--- src/rtl/binary_down_timer_par_load.sv ---
// Parameterised binary down-counter/timer with parallel load, one-shot or
// auto-reload at terminal count, combinational borrow and registered status.
module binary_down_timer_par_load #(
   parameter int unsigned WIDTH = 4
) (
   input  logic             CLK,
   input  logic             Clear_b,
   input  logic [WIDTH-1:0] Data_in,
   input  logic             Load,
   input  logic             Count,
   input  logic             Reload_en,
   output logic [WIDTH-1:0] A_count,
   output logic             B_out,
   output logic             Busy,
   output logic             Done
);

   localparam logic [1:0] ST_IDLE = 2'd0;
   localparam logic [1:0] ST_RUN  = 2'd1;
   localparam logic [1:0] ST_HOLD = 2'd2;

   logic [1:0]       state_q, state_d;
   logic [WIDTH-1:0] count_q, count_d;
   logic [WIDTH-1:0] reload_q, reload_d;
   logic             busy_q, busy_d;
   logic             done_q, done_d;
   logic             at_zero;

   assign at_zero = (count_q == '0);

   always_comb begin
      state_d  = state_q;
      count_d  = count_q;
      reload_d = reload_q;
      done_d   = 1'b0;
      if (Load) begin
         count_d  = Data_in;
         reload_d = Data_in;
         state_d  = ST_RUN;
      end else if ((state_q == ST_RUN) && Count) begin
         if (!at_zero) begin
            count_d = count_q - 1'b1;
         end else begin
            // Terminal event: zero never wraps, it reloads or parks in HOLD.
            done_d = 1'b1;
            if (Reload_en) begin
               count_d = reload_q;
            end else begin
               state_d = ST_HOLD;
            end
         end
      end
      busy_d = (state_d == ST_RUN);
   end

   always_ff @(posedge CLK or negedge Clear_b) begin
      if (!Clear_b) begin
         state_q  <= ST_IDLE;
         count_q  <= '0;
         reload_q <= '0;
         busy_q   <= 1'b0;
         done_q   <= 1'b0;
      end else begin
         state_q  <= state_d;
         count_q  <= count_d;
         reload_q <= reload_d;
         busy_q   <= busy_d;
         done_q   <= done_d;
      end
   end

   assign A_count = count_q;
   assign Busy    = busy_q;
   assign Done    = done_q;
   assign B_out   = Count & ~Load & busy_q & at_zero;

endmodule

--- config.mk ---
export PLATFORM = sky130hd
export DESIGN_NAME = binary_down_timer_par_load
export DESIGN_NICKNAME = d
export VERILOG_FILES = /design/src/rtl/binary_down_timer_par_load.sv
export SDC_FILE = /design/constraint.sdc
export NUM_CORES = 1
export LEC_CHECK = 0
export CORE_AREA = 2 2 43 45
export CTS_CLUSTER_DIAMETER = 40
export DETAILED_ROUTE_END_ITERATION = 8
export DIE_AREA = 0 0 45 47
export GPL_TIMING_DRIVEN = 0
export PLACE_DENSITY = 0.67
export SLEW_MARGIN = 0
export SYNTH_ARGS = -nofsm -noshare
export SYNTH_HDL_FRONTEND = slang
export SYNTH_SLANG_ARGS = --single-unit
--- constraint.sdc ---
create_clock -name CLK -period 1.4 [get_ports CLK]
set_input_delay 0.28 -clock CLK [delete_from_list [all_inputs] [get_ports CLK]]
set_output_delay 0.28 -clock CLK [all_outputs]
set_load 0.005 [all_outputs]
==> impl_metrics.py <==
metrics = {
    "setup_path": {
        "cp_cell_sequence": "inv_2 -> ha_4 -> buf_4 -> nor3b_4 -> buf_4 -> buf_4 -> a41oi_1 -> nor2_1",
        "cpMaxStageDelayCell": "dfrtp_1",
        "critPathMostFrequentCell": "buf_4",
        "required_ns": 1.61,
        "critPathTopFamily": "buffers and inverters",
        "cpPeakStageDelay_ns": 0.41,
        "crit_path_end_kind": "register",
        "critPathMaxFanout": 5,
        "startpoint_type": "register",
        "arrival_ns": 1.81,
        "critPathBufInv": 4,
        "critPathKind": "register to register",
    },
    "routing": {
        "ant_nets": 0,
        "drc": 0,
        "vias": 594,
        "drtIter0Drc": 27,
        "wirelength_mm": 1.666,
        "firstDrtPassIters": 4,
        "drt-wirelength-per-cell_um": 15.43,
        "via_per_inst": 5.500,
    },
    "clock_tree": {
        "root_buffer": "clkbuf_4",
        "cts.sinks": 12,
        "worstSkewPairLatency_ns": 0.27,
        "htreeDepth": 1,
        "cts_tree": "done",
        "clk_pin_slew_worst_paths_ns": 0.08,
        "cts_buffer_depth": 2,
        "hold_buffers": 0,
        "cts_buffers": 3,
    },
    "synthesis": {
        "synthMuxAreaShare_pct": 4.878,
        "synth_simple_gate_area_share_pct": 25.14,
        "synth_fa_ha_area_share_pct": 1.876,
        "seq_area_frac_synth_pct": 45.03,
        "synth_edf_count": 0,
        "ys.warnings.count": 0,
        "netlist_instances": 63,
        "syn_nets": 73,
        "yosys.area.top_type_share_pct": 45.03,
        "yosysUniqueCellTypes": 30,
        "synth_area_um2": 666.9,
        "ys_ff_latch": 12,
        "yosysTopAreaCell": "dfrtp_1",
        "synth_top_family_by_area": "simple AND/OR/NAND/NOR gates",
        "synth_common_cells": "dfrtp_1, inv_1, nor2_1, o21ai_0",
        "synth_ff_type": "dfrtp_1",
        "synthArstFlopShare_pct": 100.0,
        "yosysMostFrequentCell": "dfrtp_1",
        "synth_area_leaders": "dfrtp_1, o211ai_2, o21ai_0",
        "synth_xor_area_share_pct": 0,
        "synth_compound_area_share_pct": 18.20,
        "synth.avg_cell_area_um2": 10.59,
    },
    "global_routing": {
        "grt.total_usage_pct": 18.51,
        "grt_util_met1_pct": 25.42,
        "grt_pass1_vias": 593,
        "use_met3_pct": 2.308,
        "grt_max_degree": 13,
        "overflow": 0,
        "use_met2_pct": 30.00,
        "antenna_found_initial": 0,
        "grt_pass1_wl_mm": 2.773,
        "top_usage_layer": "met2",
    },
    "placement": {
        "place_congestion": 0.7137,
        "io_buffer_count": 15,
        "hpwl_mm": 1.041,
        "place_inst": 95,
    },
    "layout": {
        "area_growth_pct": 49.34,
        "multi_input_area_um2": 384.1,
        "antennaDiodeCount": 0,
        "fin_nets": 102,
        "drive_above_1_share_pct": 37.36,
        "fin_cells": 108,
        "fill_cells": 148,
        "seq_area_um2": 302.8,
    },
    "die": {
        "start_util_pct": 40.38,
        "coreArea_mm2": 0.001652,
        "ios": 16,
        "die_h_um": 47,
        "die_w_um": 45,
        "rows": 15,
        "die_area_mm2": 0.002115,
    },
    "sta": {
        "finalWorstSetupSlack_ns": -0.2049,
        "max-slew-margin-rel_pct": 63.21,
        "slew_violations": 0,
        "rsz0062_at_grt": "yes",
        "hold_violations": 0,
        "skew_ns": 0.002707,
        "fin_crit_ns": 1.605,
        "worst_hold_slack_ns": 0.3588,
        "max_freq_mhz": 623.1,
        "period_share_pct": 114.6,
        "setup_viol": 6,
        "worst_slew_pin_slew_ns": 0.5501,
    },
    "power_and_ir_drop": {
        "p_leak_uw": 0.0004645,
        "cellPowerDensity_mw_per_mm2": 1054,
        "ir_drop_v": 0.0006655,
        "p_total_uw": 1050,
    },
    "outcome": {
        "outcome": "complete, but fails checks",
        "violations": "setup timing",
    },
    "min_path": {
        "hold_path.class": "input pin to asynchronous set/reset pin",
    },
    "job": {
        "cap_violations": 0,
    },
}
-- logic make-up after synthesis --
group	Yosys count
compound gates	16
fa+ha+maj	1
mux	3
buf+inv	8
flops	12
simple gates	23
-- flip-flops by register name, summed over array words and instances, names as in the netlist --
| register | flops |
|---|---|
| A_count | 4 |
| state_q | 2 |
| reload_q | 4 |
| Busy | 1 |
| Done | 1 |
-- worst paths after layout --
check	from	end	slack, ns	depth (start not counted)
max	A_count[0]	state_q[1]	-0.20	8
min	Clear_b	state_q[0]	0.36	1
max reg2reg	A_count[0]	state_q[1]	-0.20	8
min reg2reg	reload_q[2]	reload_q[2]	0.52	1
max in group asynchronous	Clear_b	A_count[3]	0.65	1
min in group CLK	reload_q[2]	reload_q[2]	0.52	1
-- layout by cell type (no fill, tap or decap), types with 4 or more instances in the layout --
cell / synthesis / layout
buf_4: 0 / 9
clkdlybuf4s50_1: 0 / 6
dfrtp_1: 12 / 10
dlygate4sd2_1: 0 / 5
inv_1: 6 / 4
nor2_1: 5 / 5
o21ai_0: 5 / 5
-- what timing repair did --
action,in CTS,in global routing
pin swaps,3,1
buffers inserted,8,1
gates resized for setup,19,4
setup endpoints to repair,9,9
-- per-stage QoR --
step	cell area, um2	setup slack, ns	setup TNS, ns	utilization (%)
final	996.0	-0.2049	-0.8924	60.30
after global routing	996.0	-0.2844	-1.342	60.30
after CTS	987.2	-0.2020	-0.8783	59.77
after detailed placement	860.8	-0.6862	-1.858	52.12
after global placement	860.8	-0.6828	-1.652	52.12
after floorplan	689.4	0.001777	0	-
-- where the power goes --
| group | switching, uW | internal [uW] |
|---|---|---|
| clock | 121 | 158 |
| combinational | 150 | 204 |
| sequential | 34.0 | 382 |
-- per-layer routing --
| metal | wire [um] | part of all wire (%) | up-vias |
|---|---|---|---|
| li1 | - | - | 282 |
| met1 | 758 | 45 | 294 |
| met2 | 821 | 49 | 14 |
| met3 | 66 | 4.0 | 4 |
| met4 | 19 | 1.1 | 0 |
| met5 | 0 | 0 | - |
-- final cells by class --
| class | count | area share (%) |
|---|---|---|
| multi-input cells | 43 | 38.57 |
| plain buffers | 2 | 1.884 |
| repair buffers | 24 | 21.11 |
| clock buffers | 4 | 3.643 |
| flip-flops and latches | 12 | 30.40 |
| well taps | 17 | 2.136 |
| inverters | 6 | 2.261 |
Power figures use the tool's default switching activity.
